===== config.mk =====
export PLATFORM = sky130hd
export DESIGN_NAME = nvram_ioctl_bridge
export DESIGN_NICKNAME = d
export VERILOG_FILES = /design/src/rtl/nvram_ioctl_bridge.sv
export SDC_FILE = /design/constraint.sdc
export NUM_CORES = 1
export LEC_CHECK = 0
export CORE_ASPECT_RATIO = 0.8
export CORE_UTILIZATION = 43
export CTS_BUF_LIST = sky130_fd_sc_hd__clkbuf_4
export CTS_CLUSTER_DIAMETER = 80
export DETAILED_ROUTE_END_ITERATION = 10
export PLACE_DENSITY = 0.95
export SLEW_MARGIN = 20
export SYNTH_ARGS = -nofsm -noshare
export SYNTH_HDL_FRONTEND = slang
export SYNTH_SLANG_ARGS = --single-unit

===== constraint.sdc =====
create_clock -name clk_sys -period 6.3 [get_ports clk_sys]
set_input_delay 1.26 -clock clk_sys [delete_from_list [all_inputs] [get_ports clk_sys]]
set_output_delay 1.26 -clock clk_sys [all_outputs]
set_load 0.03 [all_outputs]

===== src/rtl/nvram_ioctl_bridge.sv =====
// nvram_ioctl_bridge: serves HPS ioctl upload reads and download writes
// from/to a req/ack NVRAM port, with dirty tracking and load-done pulse.
module nvram_ioctl_bridge #(
    parameter logic [7:0] INDEX      = 8'd4,
    parameter int         ADDR_WIDTH = 7
) (
    input  logic                  clk_sys,
    input  logic                  RESET,
    input  logic                  ioctl_upload,
    input  logic                  ioctl_download,
    input  logic                  ioctl_rd,
    input  logic                  ioctl_wr,
    input  logic [7:0]            ioctl_index,
    input  logic [26:0]           ioctl_addr,
    input  logic [15:0]           ioctl_dout,
    output logic [15:0]           ioctl_din,
    output logic                  ioctl_wait,
    output logic                  mem_req,
    output logic                  mem_we,
    output logic [ADDR_WIDTH-1:0] mem_addr,
    output logic [15:0]           mem_wdata,
    input  logic [15:0]           mem_rdata,
    input  logic                  mem_ack,
    input  logic                  game_wr,
    output logic                  dirty,
    output logic                  load_done
);

    typedef enum logic [1:0] {
        IDLE,
        RD,
        WR,
        HOLD
    } state_t;

    state_t state;

    logic upload_q;
    logic download_q;
    logic idx_hit;
    logic claim_rd;
    logic claim_wr;
    logic out_of_range;
    logic up_fall;
    logic dn_fall;

    assign idx_hit      = (ioctl_index == INDEX);
    assign claim_rd     = (state == IDLE) && idx_hit && ioctl_rd && ioctl_upload;
    assign claim_wr     = (state == IDLE) && idx_hit && ioctl_wr && ioctl_download;
    assign out_of_range = |(ioctl_addr >> (ADDR_WIDTH + 1));
    assign up_fall      = upload_q && !ioctl_upload && idx_hit;
    assign dn_fall      = download_q && !ioctl_download && idx_hit;

    // Access FSM: claims strobes, drives the NVRAM port and the HPS stall.
    always_ff @(posedge clk_sys or posedge RESET) begin
        if (RESET) begin
            state      <= IDLE;
            mem_req    <= 1'b0;
            mem_we     <= 1'b0;
            mem_addr   <= '0;
            mem_wdata  <= 16'h0000;
            ioctl_din  <= 16'h0000;
            ioctl_wait <= 1'b0;
        end else begin
            unique case (state)
                IDLE: begin
                    // Write wins if both strobes qualify together.
                    if (claim_wr) begin
                        ioctl_wait <= 1'b1;
                        if (out_of_range) begin
                            state <= HOLD;
                        end else begin
                            state     <= WR;
                            mem_req   <= 1'b1;
                            mem_we    <= 1'b1;
                            mem_addr  <= ioctl_addr[ADDR_WIDTH:1];
                            mem_wdata <= ioctl_dout;
                        end
                    end else if (claim_rd) begin
                        ioctl_wait <= 1'b1;
                        if (out_of_range) begin
                            ioctl_din <= 16'hFFFF;
                            state     <= HOLD;
                        end else begin
                            state    <= RD;
                            mem_req  <= 1'b1;
                            mem_we   <= 1'b0;
                            mem_addr <= ioctl_addr[ADDR_WIDTH:1];
                        end
                    end
                end
                RD: begin
                    if (mem_ack) begin
                        ioctl_din <= mem_rdata;
                        mem_req   <= 1'b0;
                        state     <= HOLD;
                    end
                end
                WR: begin
                    if (mem_ack) begin
                        mem_req <= 1'b0;
                        state   <= HOLD;
                    end
                end
                HOLD: begin
                    // Turnaround cycle before the next access can be claimed.
                    ioctl_wait <= 1'b0;
                    state      <= IDLE;
                end
                default: begin
                    state <= IDLE;
                end
            endcase
        end
    end

    // Transfer-end detection: dirty tracking and post-restore load pulse.
    always_ff @(posedge clk_sys or posedge RESET) begin
        if (RESET) begin
            upload_q   <= 1'b0;
            download_q <= 1'b0;
            dirty      <= 1'b0;
            load_done  <= 1'b0;
        end else begin
            upload_q   <= ioctl_upload;
            download_q <= ioctl_download;
            load_done  <= dn_fall;
            if (game_wr) begin
                dirty <= 1'b1;
            end else if (up_fall || dn_fall) begin
                dirty <= 1'b0;
            end
        end
    end

endmodule


Word level (Yosys, flattened, before mapping)
Cells that the tools add are included.
{"block": "totals", "ff_bits": 48}
{"block": "classes", "eq_ne": 10, "n_mux": 28, "bitwise": 1, "n_reduce_logical": 27}
{"operator": "$mux 16", "n": 4}
{"operator": "$pmux 16 s2", "n": 1}
{"operator": "$mux 7", "n": 3}
{"operator": "$reduce_or 19->1", "n": 1}
{"operator": "$mux 1", "n": 13}
{"operator": "$reduce_bool 2->1", "n": 5}
{"operator": "$logic_and 1x1->1", "n": 9}
{"operator": "$reduce_and 3->1", "n": 3}
{"operator": "$eq 8x3->1 const B", "n": 1}
{"operator": "$mux 2", "n": 4}
{"operator": "$ne 2x2->1 const B", "n": 4}
{"operator": "$pmux 2 s3", "n": 1}
{"operator": "$reduce_and 2->1", "n": 3}
{"operator": "$reduce_and 5->1", "n": 1}
{"operator": "$eq 2x2->1 const B", "n": 2}
{"operator": "$pmux 1 s2", "n": 2}
{"operator": "$ne 3x3->1 const B", "n": 1}
{"operator": "$eq 2x1->1 const B", "n": 1}
{"operator": "$logic_not 1->1", "n": 2}
{"operator": "$logic_not 2->1", "n": 1}
{"operator": "$ne 2x1->1 const B", "n": 1}
{"operator": "$reduce_or 2->1", "n": 1}
{"operator": "$logic_or 1x1->1", "n": 1}
{"operator": "$not 1->1", "n": 1}

Longest topological paths before layout
{"block": "depth", "word_depth": 7, "ltp_mapped": 8, "depth_no_buf": 6}

Worst setup path after synthesis
No wires, ideal clock.
{"block": "synth_path", "path_type": "input to register", "from": "in ioctl_addr[14]", "to": "reg mem_wdata[15]", "setup_time_ns": 0.125, "t_arrival_ns": 2.689, "required_ns": 6.175, "setup_slack_ns": 3.486, "path_stages": 5, "path_buffers": 1, "cell_sequence": "nor4_1 -> nand2_1 -> nor4_4 -> buf_6 -> mux2_2"}
{"block": "synth_between", "elab_chain_len": 3}
{"element": "start, declared", "line_no": "14", "source": "input logic [26:0] ioctl_addr,"}
{"element": "$reduce_or 19->1", "line_no": "50", "source": "assign out_of_range = |(ioctl_addr >> (ADDR_WIDTH + 1));"}
{"element": "$not 1->1 (no line)"}
{"element": "$reduce_and 3->1 (no line)"}
{"element": "end signal, assigned", "line_no": "77", "source": "mem_wdata <= ioctl_dout;"}
{"element": "end, declared", "line_no": "21", "source": "output logic [15:0] mem_wdata,"}
No other way between the ends.
A chain may end at the register's enable or synchronous reset.

Worst setup path after layout
{"block": "layout_path", "from": "in ioctl_addr[9]", "to": "reg ioctl_din[9]"}
{"block": "layout_between", "elab_chain_len": 3}
{"element": "$reduce_or 19->1", "line_no": "50"}
{"element": "$ne 2x2->1 (no line)"}
{"element": "$reduce_and 5->1 (no line)"}
{"element": "end signal, assigned", "line_no": "94", "source": "ioctl_din <= mem_rdata;"}
{"element": "end, declared", "line_no": "16", "source": "output logic [15:0] ioctl_din,"}
No other way between the ends.

==> metrics.md <==
| Metric | Value |
|---|---|
| Diode count | 0 |
| IO Port Bufs | 117 |
| Setup TNS Final | 0 ns |
| Hold Buf Count CTS | 0 |
| Worst Hold Class | reg -> reg |
| Clk buf depth | 2 |
| Measured slew at the worst slew-check pin | 0.8256 ns |
| Final wirelength | 5.137 mm |
| Die height | 66.19 µm |
| Area fraction in compound gates after synthesis | 3.955% |
| Leak | 1.497 nW |
| Seq/Total Area, Yosys | 54.24% |
| DR pass1 iterations | 4 |
| Routed len/inst | 15.02 µm |
| Setup violators final | 0 |
| Final Critical Period | 3.283 ns |
| Crit Path Category | in -> reg |
| VDD IR max | 177.9 µV |
| Final Cycle Share | 52.11% |
| # DRC | 0 |
| CP max-delay cell | a211o_1 |
| # resized after CTS | 0 |
| Simple-gate share of the synthesized area | 13.62% |
| FMAX | 304.6 MHz |
| Post-Layout Cell Count | 342 |
| RSZ-0062 raised after global routing | no |
| Arr. time, crit path | 3.52 ns |
| WP data required | 6.54 ns |
| DP Area | 0.003411 mm² |
| Post-synthesis adder-cell area fraction | 2.260% |
| CTS Sinks | 48 |
| Area Overhead vs Synth | 58.19% |
| P per Cell Area | 275.0 mW/mm² |
| Status | completed |
| Number of synthesized flops with an enable pin | 0 |
| Total gr overflow | 0 |
| Die area | 0.005443 mm² |
| Distinct cell type count after synthesis | 33 |
| Max Clock Skew | 0.01374 ns |
| ANT nets after route | 0 |
| DP Cell Count | 333 |
| Final HPWL DP | 3.979 mm |
| Share of layout cells above drive strength 1 | 20.21% |
| Share of flip-flops with an asynchronous set or reset | 100.0% |
| Vias | 1683 |
| Syn nets | 240 |
| Core Rows | 22 |
| XOR/XNOR Fraction of Synth Area | 0% |
| # H-tree levels | 2 |
| Vias in the first global route | 1854 |
| GPL Wtd Cong | 0.7796 |
| Slew headroom | 44.96% |
| Setup bufs post-CTS | 0 |
| Hold Fails Final Rpt | 0 |
| Ports | 119 |
| First-pass GRT wire length | 8.142 mm |
| Total track usage | 20.28% |
| Final slew viol count | 0 |
| Post-synth top flop | dfrtp_1 |
| Critical path's largest stage delay | 0.72 ns |
| CP Cell Sequence | clkdlybuf4s50_1, nor4_1, nand3_1, nor2_1, a211o_1, mux2_2 |
| Drt via density | 4.921 |
| Nets@finish | 360 |
| Fin area | 0.003503 mm² |
| Largest net degree at the start of global routing | 49 |
| TritonCTS Buffers | 5 |
| Ys Warns | 0 |
| CTS tree | done |
| Starting DRT DRC Count | 37 |
| Avg Inst Size Synth | 13.76 µm² |
| Starting Density | 46.51% |
| CP endpoint kind | register |
| Reg clk slew, reported paths | 0.14 ns |
| Mux share of post-synthesis cell area | 22.49% |
| Clock Latency Late Sink | 0.35 ns |
| Placeable Area | 0.004762 mm² |
| Combinational family with the most area after synthesis | multiplexers |
| CTS root buf | clkbuf_4 |
| Antenna violations before repair | 0 |
| Crit-path max FO | 16 |
| Chip width | 82.24 µm |
| CP Launch Type | primary input |
| Yosys reg bits | 48 |
| Max cap viols | 0 |
| Mapped cell area | 0.002215 mm² |
| Cells after Synth | 161 |
-- critical path: cells and delay by family --
| kind | cells | cell delay (ns) |
|---|---|---|
| mux | 1 | 0.42 |
| compound gates | 1 | 0.72 |
| simple gates | 3 | 0.72 |
| buf+inv | 1 | 0.40 |
-- flip-flops by register name, indices dropped and copies added, names as in the netlist, 2 cells and up --
signal     flops
ioctl_din     16
mem_addr       7
mem_wdata     16
state          2
-- cell type report --
class | instances | area [µm²]
Fill cell | 329 | 1259
Sequential cell | 48 | 1201
Timing Repair Buffer | 118 | 1182
Multi-Input combinational cell | 101 | 937.1
Tap cell | 60 | 75.07
Clock buffer | 6 | 45.04
Clock inverter | 2 | 35.03
Inverter | 7 | 27.53
-- logic make-up after synthesis --
group	count (synthesis)
DFF	48
adders and majority gates	4
buffers and inverters	12
and+or+nand+nor	43
muxes	41
AOI/OAI and AO/OA	13
-- per-layer routing --
metal	GRT usage (%)	share of wire, %
met1	22.76	39
met2	35.74	50
met3	7.310	9.6
met4	5.921	0.93
met5	0	0
-- worst paths after layout --
kind | slack, ns | to | depth (start not counted) | startpoint
hold reg to reg | 0.49 | mem_we | 1 | mem_we
min in group asynchronous | 1.34 | mem_addr[2] | 2 | RESET
hold / removal | 0.49 | mem_we | 1 | mem_we
setup reg to reg | 3.72 | ioctl_din[9] | 5 | state[1]
max in group asynchronous | 4.47 | state[0] | 2 | RESET
setup / recovery | 3.02 | ioctl_din[9] | 6 | ioctl_addr[9]
-- synthesized netlist by cell type (2+ instances only) --
cell	instances	area, µm²
mux2_2	30	337.8
ha_1	4	50.05
mux2_4	10	150.1
nand3_1	4	20.02
clkbuf_1	2	7.510
nor2_1	3	11.26
nor2b_1	3	18.77
nor4_1	3	18.77
buf_6	2	22.52
nand2_1	4	15.01
inv_1	7	26.28
a21oi_1	4	20.02
dfrtp_1	48	1201
nand2b_1	17	106.4
nor4_4	2	42.54
-- placed cells by master (no fill, tap or decap), types with 4 or more instances in the layout --
cell and n:
a21oi_1 4, nand2b_1 17, mux2_4 10, mux2_2 30, clkdlybuf4s50_1 117, nand3_1 4, dfrtp_1 48, ha_1 4
nand2_1 4, inv_1 6, clkbuf_4 6
-- where the power goes --
group / total (mW) / switching (mW) / internal (mW)
Combinational: 0.408 / 0.200 / 0.208
Sequential: 0.373 / 0.0237 / 0.349
Clock: 0.182 / 0.0948 / 0.0877
-- per-stage QoR --
stage                     power, mW  hold slack (ns)  utilization, %  worst slack, ns
after floorplan              0.6602           0.5076               -            3.486
final                        0.9636           0.4949           73.57            3.017
after global routing          1.021           0.5316           73.57            2.839
after detailed placement     0.7915           0.4668           71.62            2.581
after CTS                    0.9758           0.4994           73.31            2.981
after global placement       0.7764           0.4595           71.62            2.622
No activity file was read; power rests on OpenSTA's default activity.
